$ cat src/rtl/board_row_fetcher_if.sv
// board_row_fetcher_if: row-load request, board-memory read port and committed-row bus.
interface board_row_fetcher_if #(
  parameter int BOARD_COLS = 10,
  parameter int CELL_W = 16,
  parameter int ADDR_W = 8
);
  logic LD_Row;
  logic [7:0] rowNum;
  logic [ADDR_W-1:0] mem_addr;
  logic mem_rd;
  logic [CELL_W-1:0] mem_rdata;
  logic [CELL_W-1:0] Row [BOARD_COLS];
  logic rowReady;
  logic busy;
  modport slave (input LD_Row, rowNum, mem_rdata, output mem_addr, mem_rd, Row, rowReady, busy);
  modport master (output LD_Row, rowNum, mem_rdata, input mem_addr, mem_rd, Row, rowReady, busy);
endinterface

$ cat src/rtl/board_row_fetcher.sv
// board_row_fetcher: fetches one board row cell-by-cell into a shadow buffer, then commits it atomically.
// BLANK_OOR_EN: out-of-range rows commit an all-zero row without reading memory (else clamped to the last row).
module board_row_fetcher #(
  parameter int BOARD_ROWS = 20,
  parameter int BOARD_COLS = 10,
  parameter int CELL_W = 16,
  parameter int ADDR_W = 8
) (
  input logic Clk,
  input logic reset,
  board_row_fetcher_if.slave bus
);
  localparam int COL_W = $clog2(BOARD_COLS + 1);
  typedef enum logic [1:0] {IDLE, READ, DRAIN, COMMIT} state_e;
  state_e state_q, state_d;
  logic [COL_W-1:0] col_q, col_d, cap_col_q;
  logic [ADDR_W-1:0] base_q, base_d;
  logic ld_q, rd_q, accept, oor;
  logic [7:0] row_sel;
  logic [CELL_W-1:0] shadow_q [BOARD_COLS];
  logic [CELL_W-1:0] row_q [BOARD_COLS];
  logic [CELL_W-1:0] row_d [BOARD_COLS];
  always_comb begin
    accept = state_q == IDLE && bus.LD_Row && !ld_q;
    oor = 32'(bus.rowNum) >= BOARD_ROWS;
    row_sel = oor ? 8'(BOARD_ROWS - 1) : bus.rowNum;
    state_d = state_q;
    col_d = col_q;
    base_d = base_q;
    case (state_q)
      IDLE: if (accept) begin
`ifdef BLANK_OOR_EN
        state_d = oor ? COMMIT : READ;
`else
        state_d = READ;
`endif
        col_d = '0;
        base_d = ADDR_W'(32'(row_sel) * BOARD_COLS);
      end
      READ: begin
        col_d = col_q + COL_W'(1);
        state_d = col_q == COL_W'(BOARD_COLS - 1) ? DRAIN : READ;
      end
      DRAIN: state_d = COMMIT;
      default: state_d = IDLE;
    endcase
    // The last cell arrives during DRAIN, so it bypasses the shadow into the committed row.
    for (int i = 0; i < BOARD_COLS; i++) begin
      row_d[i] = row_q[i];
      if (state_q == DRAIN) row_d[i] = (rd_q && cap_col_q == COL_W'(i)) ? bus.mem_rdata : shadow_q[i];
`ifdef BLANK_OOR_EN
      if (accept && oor) row_d[i] = '0;
`endif
    end
  end
  always_ff @(posedge Clk) begin
    if (reset) begin
      state_q <= IDLE;
      col_q <= '0;
      base_q <= '0;
      ld_q <= 1'b0;
      rd_q <= 1'b0;
      cap_col_q <= '0;
      shadow_q <= '{default: '0};
      row_q <= '{default: '0};
    end else begin
      state_q <= state_d;
      col_q <= col_d;
      base_q <= base_d;
      ld_q <= bus.LD_Row;
      rd_q <= state_q == READ;
      cap_col_q <= col_q;
      if (rd_q) shadow_q[cap_col_q] <= bus.mem_rdata;
      row_q <= row_d;
    end
  end
  assign bus.mem_rd = state_q == READ;
  assign bus.mem_addr = bus.mem_rd ? base_q + ADDR_W'(col_q) : '0;
  assign bus.rowReady = state_q == COMMIT;
  assign bus.busy = state_q != IDLE;
  assign bus.Row = row_q;
endmodule

$ cat src/flat_wrapper.sv
// flat-port wrapper written by rule: the top's interface ports become plain ports
module board_row_fetcher_flat 
#(
  parameter int BOARD_ROWS = 20,
  parameter int BOARD_COLS = 10,
  parameter int CELL_W = 16,
  parameter int ADDR_W = 8
)
  (Clk, reset, bus_LD_Row, bus_rowNum, bus_mem_rdata, bus_mem_addr, bus_mem_rd, bus_Row, bus_rowReady, bus_busy);
  board_row_fetcher_if #(.BOARD_COLS(BOARD_COLS), .CELL_W(CELL_W), .ADDR_W(ADDR_W)) bus_i ();
  input logic Clk;
  input logic reset;
  input wire logic [$bits(bus_i.LD_Row)-1:0] bus_LD_Row;
  input wire logic [$bits(bus_i.rowNum)-1:0] bus_rowNum;
  input wire logic [$bits(bus_i.mem_rdata)-1:0] bus_mem_rdata;
  output wire logic [$bits(bus_i.mem_addr)-1:0] bus_mem_addr;
  output wire logic [$bits(bus_i.mem_rd)-1:0] bus_mem_rd;
  output wire logic [$bits(bus_i.Row)-1:0] bus_Row;
  output wire logic [$bits(bus_i.rowReady)-1:0] bus_rowReady;
  output wire logic [$bits(bus_i.busy)-1:0] bus_busy;
  assign bus_i.LD_Row = bus_LD_Row;
  assign bus_i.rowNum = bus_rowNum;
  assign bus_i.mem_rdata = bus_mem_rdata;
  assign bus_mem_addr = bus_i.mem_addr;
  assign bus_mem_rd = bus_i.mem_rd;
  assign bus_Row = {>>{bus_i.Row}};
  assign bus_rowReady = bus_i.rowReady;
  assign bus_busy = bus_i.busy;
  board_row_fetcher #(.BOARD_ROWS(BOARD_ROWS), .BOARD_COLS(BOARD_COLS), .CELL_W(CELL_W), .ADDR_W(ADDR_W)) u_core (.Clk(Clk), .reset(reset), .bus(bus_i));
endmodule
$ cat config.mk
export PLATFORM = sky130hd
export DESIGN_NAME = board_row_fetcher_flat
export DESIGN_NICKNAME = d
export VERILOG_FILES = /design/src/rtl/board_row_fetcher_if.sv /design/src/rtl/board_row_fetcher.sv /design/src/flat_wrapper.sv
export SDC_FILE = /design/constraint.sdc
export NUM_CORES = 1
export LEC_CHECK = 0
export CAP_MARGIN = 20
export CELL_PAD_IN_SITES_DETAIL_PLACEMENT = 1
export CELL_PAD_IN_SITES_GLOBAL_PLACEMENT = 1
export CORE_MARGIN = 2
export CORE_UTILIZATION = 25
export CTS_CLUSTER_SIZE = 28
export DETAILED_ROUTE_END_ITERATION = 7
export GPL_TIMING_DRIVEN = 0
export HOLD_SLACK_MARGIN = 0.12
export PLACE_DENSITY_LB_ADDON = 0.1
export SLEW_MARGIN = 20
export SYNTH_ARGS = -nofsm -noshare
export SYNTH_HDL_FRONTEND = slang
export SYNTH_SLANG_ARGS = --single-unit
$ cat constraint.sdc
create_clock -name Clk -period 3.9 [get_ports Clk]
set_clock_uncertainty 0.1 [all_clocks]
set_input_delay 0.39 -clock Clk [delete_from_list [all_inputs] [get_ports Clk]]
set_output_delay 0.39 -clock Clk [all_outputs]
set_load 0.03 [all_outputs]
==> impl_metrics.env <==
export IMPL_grt_ovfl_total=0
export IMPL_yosysWarnings=0
export IMPL_p_per_area_nw_per_um2=459
export IMPL_grtUsageTotal_pct=16.8
export IMPL_placementRows=80
export IMPL_synth_top_cell_by_area="dfxtp_1"
export IMPL_cts_made_buffers=40
export IMPL_cpLargestDelayFamily="buffers and inverters"
export IMPL_drive_gt1_share_pct=7.15
export IMPL_io_pin_count=198
export IMPL_hold_violations=0
export IMPL_core_area_um2=47900
export IMPL_drt_pass1_iterations=4
export IMPL_worst_slack_ns=0.673
export IMPL_cap_violations=0
export IMPL_tns_ns=0
export IMPL_io_buffers=180
export IMPL_cts_root_buffer="clkbuf_16"
export IMPL_start_util_pct=25.4
export IMPL_grt_max_degree=12
export IMPL_tightest_slew_ns=1.06
export IMPL_drt_iter0_drc=318
export IMPL_synth_area_um2=12200
export IMPL_syn_avg_cell_area_um2=10.1
export IMPL_fin_util_pct=33.3
export IMPL_yosys_area_top_type_share_pct=55.7
export IMPL_die_y_um=225
export IMPL_required_ns=3.41
export IMPL_clockBufferDepth=3
export IMPL_clkSinkCount=339
export IMPL_postCtsSetupRepairBufs=0
export IMPL_path_max_fanout=5
export IMPL_insertion_delay_ns=0.55
export IMPL_diodes=0
export IMPL_grt_pass1_vias=9769
export IMPL_setup_viol=0
export IMPL_critPathBufInv=1
export IMPL_synth_net_count=1252
export IMPL_place_ws_ns=0.821
export IMPL_path_clk_slew_ns=0.06
export IMPL_dr_total_vias=9455
export IMPL_max_stage_delay_ns=0.69
export IMPL_crit_path_end_kind="primary output"
export IMPL_cts_hold_buf=0
export IMPL_critical_path_class="flop to primary output"
export IMPL_drv_slew=0
export IMPL_leakagePower_nw=5.90
export IMPL_hp_class="primary input to flop"
export IMPL_htree_levels=2
export IMPL_chipWidth_um=225
export IMPL_cts_tree="yes"
export IMPL_cts_resized=0
export IMPL_slew_headroom_pct=29.5
export IMPL_crit_arrival_ns=2.74
export IMPL_via_per_inst=4.57
export IMPL_nNetsFinal=1474
export IMPL_drtAntennaViolNets=0
export IMPL_clock_fmax_mhz=310
export IMPL_peakVddDrop_mv=0.284
export IMPL_synth_edf_count=0
export IMPL_die_area_um2=50500
export IMPL_synth_flop_cell="dfxtp_1"
export IMPL_rsz0062_at_grt="no"
export IMPL_route_detailed_drc=0
export IMPL_yosysUniqueCellTypes=44
export IMPL_mostFrequentLayoutCells="339 x dfxtp_1, 337 x nor2_1, 180 x clkdlybuf4s50_1"
export IMPL_finalCritPeriodShare_pct=82.8
export IMPL_async_flop_share_pct=0
export IMPL_dp_final_hpwl_um=29000
export IMPL_drt_total_wl_um=42700
export IMPL_layout_commonest_cell="dfxtp_1"
export IMPL_grt_pass1_wl_um=62700
export IMPL_crit_path_cell_trace="ha_1 > fa_1 > a21oi_1 > nand4b_1 > xor2_1 > nor2_1 > clkdlybuf4s50_1"
export IMPL_areaGrowthSynthToFinish_pct=31.1
export IMPL_synth_cells=1211
export IMPL_synth_seq_cells=339
export IMPL_drt_wirelength_per_cell_um=20.6
export IMPL_crit_path_top_delay_cell="clkdlybuf4s50_1"
export IMPL_synth_seq_area_share_pct=55.7
export IMPL_finalCriticalPeriod_ns=3.23
export IMPL_status="finished clean"
export IMPL_antenna_found_initial=1
export IMPL_timing_hold_ws_ns=0.341
export IMPL_setup_worst_path_start_class="flop"
export IMPL_synth_area_top_cells="dfxtp_1 56%, mux2i_1 13%, nor2_1 10%, a211oi_1 10%, clkbuf_1 2.1%"
export IMPL_place_congestion=0.693
export IMPL_nFillCells=5393
==> registers in the layout, indices dropped and copies added (netlist names) <==
signal / count
u_core.cap_col_q: 4
u_core.rd_q: 1
u_core.bus.Row: 160
u_core.shadow_q: 160
u_core.col_q: 4
u_core.base_q: 7
u_core.ld_q: 1
u_core.state_q: 2
==> routing by layer <==
metal	up-vias	part of all wire, %	GRT usage, %	wire [µm]
met4	0	2.0	4.21	833
met2	169	47	27.9	20000
met1	4655	48	22.3	20300
met5	-	0	0	0
li1	4574	-	-	-
met3	57	3.6	3.29	1550
==> final cells by class <==
| type | count | area (µm²) | share of cell area [%] |
|---|---|---|---|
| Timing Repair Buffer | 180 | 1800 | 11.3 |
| Buffer | 108 | 556 | 3.48 |
| Multi-Input combinational cell | 757 | 4820 | 30.2 |
| Clock buffer | 60 | 1180 | 7.37 |
| Clock inverter | 3 | 40.0 | 0.251 |
| Sequential cell | 339 | 6790 | 42.5 |
| Tap cell | 615 | 769 | 4.82 |
| Inverter | 7 | 26.3 | 0.164 |
==> worst paths after layout <==
check,from,end,slack (ns),cells after the start
max,u_core.col_q[1],bus_mem_addr[7],0.67,7
min,bus_mem_rdata[0],u_core.shadow_q[128],0.34,3
max reg2reg,u_core.state_q[1],u_core.bus.Row[98],1.43,5
min reg2reg,u_core.base_q[3],u_core.base_q[3],0.38,2
==> synth_stat cells (3+ instances only) <==
library cell / instances
buf_2: 25
dfxtp_1: 339
mux2i_1: 160
xor2_1: 3
nor2b_1: 6
clkbuf_1: 68
buf_6: 8
nand2_1: 14
nor2_1: 337
or3_1: 3
ha_1: 12
nor2_4: 3
a211oi_1: 162
and2_1: 6
nor3_1: 7
buf_4: 3
xnor2_1: 5
a21oi_1: 9
inv_1: 6
nand3b_1: 4
==> tightest hold or removal path, delay by kind of cell <==
kind          cells  cell delay [ns]
buf+inv           1             0.24
mux               1             0.24
simple gates      1             0.05
==> metrics by stage <==
stage	total power [W]	area, µm²	instances
2_1_floorplan	0.00371	12200	1211
3_3_place_gp	0.00384	14800	2006
6_report	0.00734	16000	2069
3_5_place_dp	0.00385	14800	2006
5_1_grt	0.00761	16000	2069
4_1_cts	0.00746	16000	2069
==> cells by family (layout without fill, tap and decap cells) <==
logic type	count (synthesis)	in the layout	synth area share [%]
other	1	1	0.0308
buffers and inverters	115	358	4.74
and+or+nand+nor	397	397	13.6
AOI/OAI and AO/OA	177	177	10.7
muxes	160	160	13.1
xor gates and xnor gates	8	8	0.575
adders and majority gates	14	14	1.56
DFF	339	339	55.7
==> report_power, final <==
part           leakage (nW)  switching (W)  internal [W]
clock network         0.598        0.00145       0.00213
registers              2.73      0.0000146       0.00348
logic                  2.57       0.000199     0.0000680
(Power assumes the default switching activity.)
